### src/rtl/updown_counter_param.sv
// Parametrised synchronous up/down counter.
//
// Counts modulo MAX+1 in either direction, with parallel load (clamped to MAX),
// and either wraps or holds at the limits depending on SATURATE. Flags:
//   tc  - combinational terminal count for the current direction
//   ovf - registered one-cycle pulse when an up-count hits the top limit
//   unf - registered one-cycle pulse when a down-count hits the bottom limit
//
// Ports:
//   clk   in  1      rising-edge clock
//   rst   in  1      synchronous active-high reset
//   en    in  1      count enable
//   up    in  1      direction, 1 = increment, 0 = decrement
//   load  in  1      parallel load strobe (beats en)
//   d     in  WIDTH  load value, clamped to MAX
//   c     out WIDTH  current count, always within 0..MAX
//   tc    out 1      terminal count
//   ovf   out 1      overflow / up-saturation pulse
//   unf   out 1      underflow / down-saturation pulse
module updown_counter_param #(
  parameter int unsigned WIDTH    = 4,
  parameter int unsigned MAX      = (1 << WIDTH) - 1,
  parameter bit          SATURATE = 1'b0
) (
  input  logic             clk,
  input  logic             rst,
  input  logic             en,
  input  logic             up,
  input  logic             load,
  input  logic [WIDTH-1:0] d,
  output logic [WIDTH-1:0] c,
  output logic             tc,
  output logic             ovf,
  output logic             unf
);

  localparam logic [WIDTH:0]   MaxExt = (WIDTH + 1)'(MAX);
  localparam logic [WIDTH-1:0] MaxC   = WIDTH'(MAX);
  localparam logic [WIDTH:0]   OneExt = (WIDTH + 1)'(1);

  logic [WIDTH-1:0] c_q, c_d;
  logic             ovf_q, ovf_d;
  logic             unf_q, unf_d;

  // One spare bit keeps the +1 / -1 results from aliasing back into range.
  logic [WIDTH:0] c_ext, d_ext, sum_up, sum_dn;
  logic           unused_carry;

  assign c_ext  = {1'b0, c_q};
  assign d_ext  = {1'b0, d};
  assign sum_up = c_ext + OneExt;
  assign sum_dn = c_ext - OneExt;

  // Counting paths only use these when no carry/borrow can occur.
  assign unused_carry = ^{sum_up[WIDTH], sum_dn[WIDTH]};

  // Next-state for load/count; reset is applied in the register process.
  always_comb begin
    c_d   = c_q;
    ovf_d = 1'b0;
    unf_d = 1'b0;
    if (load) begin
      c_d = (d_ext > MaxExt) ? MaxC : d;
    end else if (en) begin
      if (up) begin
        if (c_ext >= MaxExt) begin
          ovf_d = 1'b1;
          c_d   = SATURATE ? MaxC : '0;
        end else begin
          c_d = sum_up[WIDTH-1:0];
        end
      end else begin
        if (c_q == '0) begin
          unf_d = 1'b1;
          c_d   = SATURATE ? '0 : MaxC;
        end else begin
          c_d = sum_dn[WIDTH-1:0];
        end
      end
    end
  end

  always_ff @(posedge clk) begin
    if (rst) begin
      c_q   <= '0;
      ovf_q <= 1'b0;
      unf_q <= 1'b0;
    end else begin
      c_q   <= c_d;
      ovf_q <= ovf_d;
      unf_q <= unf_d;
    end
  end

  assign c   = c_q;
  assign ovf = ovf_q;
  assign unf = unf_q;
  assign tc  = up ? (c_q == MaxC) : (c_q == '0);

endmodule

### config.mk
export PLATFORM = sky130hd
export DESIGN_NAME = updown_counter_param
export DESIGN_NICKNAME = d
export VERILOG_FILES = /design/src/rtl/updown_counter_param.sv
export SDC_FILE = /design/constraint.sdc
export NUM_CORES = 1
export LEC_CHECK = 0
export ABC_AREA = 1
export CAP_MARGIN = 20
export CORE_AREA = 2 2 39 41
export CTS_CLUSTER_SIZE = 12
export DETAILED_ROUTE_END_ITERATION = 8
export DIE_AREA = 0 0 41 43
export GPL_ROUTABILITY_DRIVEN = 0
export MAX_ROUTING_LAYER = met4
export SLEW_MARGIN = 40
export SYNTH_ARGS = -nofsm -noshare
export SYNTH_HDL_FRONTEND = slang
export SYNTH_SLANG_ARGS = --single-unit
### constraint.sdc
create_clock -name clk -period 1.2 [get_ports clk]
set_input_delay 0.18 -clock clk [delete_from_list [all_inputs] [get_ports clk]]
set_output_delay 0.18 -clock clk [all_outputs]
set_load 0.02 [all_outputs]
==> impl_results.md <==
* Final Cycle Share at 111%
* Initial DRC Count at 10
* Syn avg cell area at 6.97 um^2
* Initial antenna violation count at 0
* Final instance area at 747 um^2
* Worst VDD drop at 681 uV
* Layout cell share with drive strength beyond 1 at 46.8%
* Buf/Inv on CP at 2
* Gr usage total at 17.6%
* Total global routing overflow at 0
* Core Area at 1380 um^2
* Power Density at 888 nW/um^2
* Mapped Cells at 60
* Initial DRT Pass Iterations at 5
* RR Startpoint: c[1]
* Drt wl/cell at 11.2 um
* Failing checks: design-rule violations, negative setup slack
* Clk buf depth at 2
* Synth Area in Adders at 5.99%
* Least-Margin Pin Slew at 0.300 ns
* Max-Cap Viols at 0
* Compound-Gate Fraction of Synth Area at 9.28%
* Synth warn at 0
* Worst R2R Setup Slack at -0.07 ns
* Largest net degree at the start of global routing at 7
* Sequential area share after synthesis at 28.7%
* Worst Reg-to-Reg Cells at 8
* Largest stage delay, worst path at 0.37 ns
* Layout fillers at 136
* Synth Area in XOR/XNOR at 4.19%
* Setup ws final at -0.134 ns
* WP data arrival at 1.15 ns
* Post-route insts no fill at 110
* RSZ-0062 raised after global routing: true
* Chip Width at 41 um
* P_leak at 0.355 nW
* Yosys reg bits at 6
* ANT nets after route at 0
* Port Buffers at 15
* N_diodes at 0
* Final setup viols at 4
* Clock root buffer master: clkbuf_4
* Hold Crit Class: in -> reg
* First-pass GRT wire length at 2080 um
* Area Overhead vs Synth at 78.7%
* CP max stage cell: dfxtp_4
* H-tree depth at 1
* CP required at 1.02 ns
* Nets at 107
* Worst Setup End Kind: primary output
* Minimum clock period at 1.33 ns
* Worst setup path end: tc
* RR Endpoint: c[0]
* Worst setup SP type: register
* Vias at 518
* Cts bufs inserted at 3
* Netlist cell types at 19
* Final Core Density at 54.0%
* Worst path depth at 6
* CP startpoint: c[0]
* Detailed placement HPWL at 917 um
* Cell area after synthesis at 418 um^2
* Fin Setup TNS at -0.281 ns
* Post-Synth Simple-Gate Area at 41.0%
* Num ports at 16
* Mapped Nets at 71
* Num Clock Sinks at 6
* Kind of critical path: reg -> out
* Floorplan row count at 14
* Dpl cell area at 699 um^2
* Worst Path Max Fanout at 3
* Clock skew at 0.00142 ns
* Placed Cells at 106
* Max Slew Vio Count at 0
* CP cell instances: ha_4 > nand3_2 > nor2_1 > inv_1 > nand2_1 > buf_6
* Mux contribution to synthesized area at 0%
* TritonCTS clock tree: done
* Hold Buf Count CTS at 0
* Hold Slack at 0.517 ns
* Crit path max-delay family: flip-flops
* Largest family of logic cells by synthesized area: simple AND/OR/NAND/NOR gates
* Total die area at 1760 um^2
* Status: complete, but fails checks
* # DRC at 2
* Relative slew slack at 80.0%
* Tot Pwr at 0.663 mW
* Dpl ws at -0.494 ns
* Starting Density at 30.2%
* Vias in the first global route at 497
* Chip height at 43 um
* Worst-skew pair later-pin latency at 0.24 ns
* Fmax at 750 MHz
* Avg Vias per Cell at 4.71
* Final Hold Viols at 0
* Clk pin slew, worst setup/hold paths at 0.05 ns
* Drt total wl at 1230 um
## final cells by class
class	count	area [um^2]	area share, %
inverter	9	33.8	4.52
multi-input combinational	44	285	38.2
clock buffer	3	22.5	3.02
sequential	6	129	17.3
tap	16	20.0	2.68
timing repair buffer	32	256	34.3
## worst min-delay path by stage
stage               startpoint   end  slack, ns  cells past startpoint
floorplan                  rst  c[0]       0.24                      1
detailed placement        c[1]  c[1]       0.65                      3
global placement          c[1]  c[1]       0.64                      3
global route              d[1]  c[1]       0.54                      3
CTS                       d[1]  c[1]       0.51                      3
finish                    d[1]  c[1]       0.52                      3
## sequential cells by signal, indices dropped and copies added (netlist names)
name,cells
c,4
ovf,1
unf,1
## report_power, final
group | internal, mW | switching [mW]
Combinational | 0.130 | 0.123
Sequential | 0.212 | 0.0136
Clock | 0.113 | 0.0723
## worst min-delay path: cells and delay by family
family / cells / cell delay (ns)
buffers and inverters: 1 / 0.39
AND/OR/NAND/NOR: 1 / 0.07
AO/OA/AOI/OAI: 1 / 0.07
## routing by layer
layer,GRT usage (%),part of all wire [%],vias to the layer above
met2,28.1,53,10
li1,-,-,264
met5,-,0,-
met1,21.2,44,244
met4,2.00,0,0
met3,6.28,3.5,0
## synth_stat cells
cell type	count	area (um^2)
inv_2	3	11.3
xnor2_1	1	8.76
nand3_2	4	40.0
nor2_1	3	11.3
a31oi_1	2	12.5
nand3_1	3	15.0
nand2_2	1	6.26
inv_1	6	22.5
nor3_1	2	10.0
nand2_1	17	63.8
a22oi_1	1	7.51
xor2_1	1	8.76
a21oi_2	1	8.76
a21oi_1	2	10.0
nor2_2	2	12.5
nand4_1	2	12.5
ha_1	2	25.0
buf_6	1	11.3
dfxtp_1	6	120
## layout by cell type, fill, tap and decap left out, drive strengths merged
master,n
xor2,1
clkbuf,3
a21oi,3
nor2,5
nand2,18
xnor2,1
nand4,2
ha,2
inv,9
nand3,7
buf,22
a31oi,2
nor3,2
clkdlybuf4s50,8
dfxtp,6
dlygate4sd2,2
a22oi,1
## repair_timing
action | CTS | global route
setup endpoints to repair | 9 | 7
pin swaps | 4 | 0
buffers inserted | 1 | 0
resized for setup | 30 | 4
## cells by family (layout without fill, tap and decap cells)
| family | after synthesis | after routing |
|---|---|---|
| adders and majority gates | 2 | 2 |
| buffers and inverters | 10 | 44 |
| AOI/OAI and AO/OA | 6 | 6 |
| and+or+nand+nor | 34 | 34 |
| xor gates and xnor gates | 2 | 2 |
| DFF | 6 | 6 |
Power figures use the tool's default switching activity.
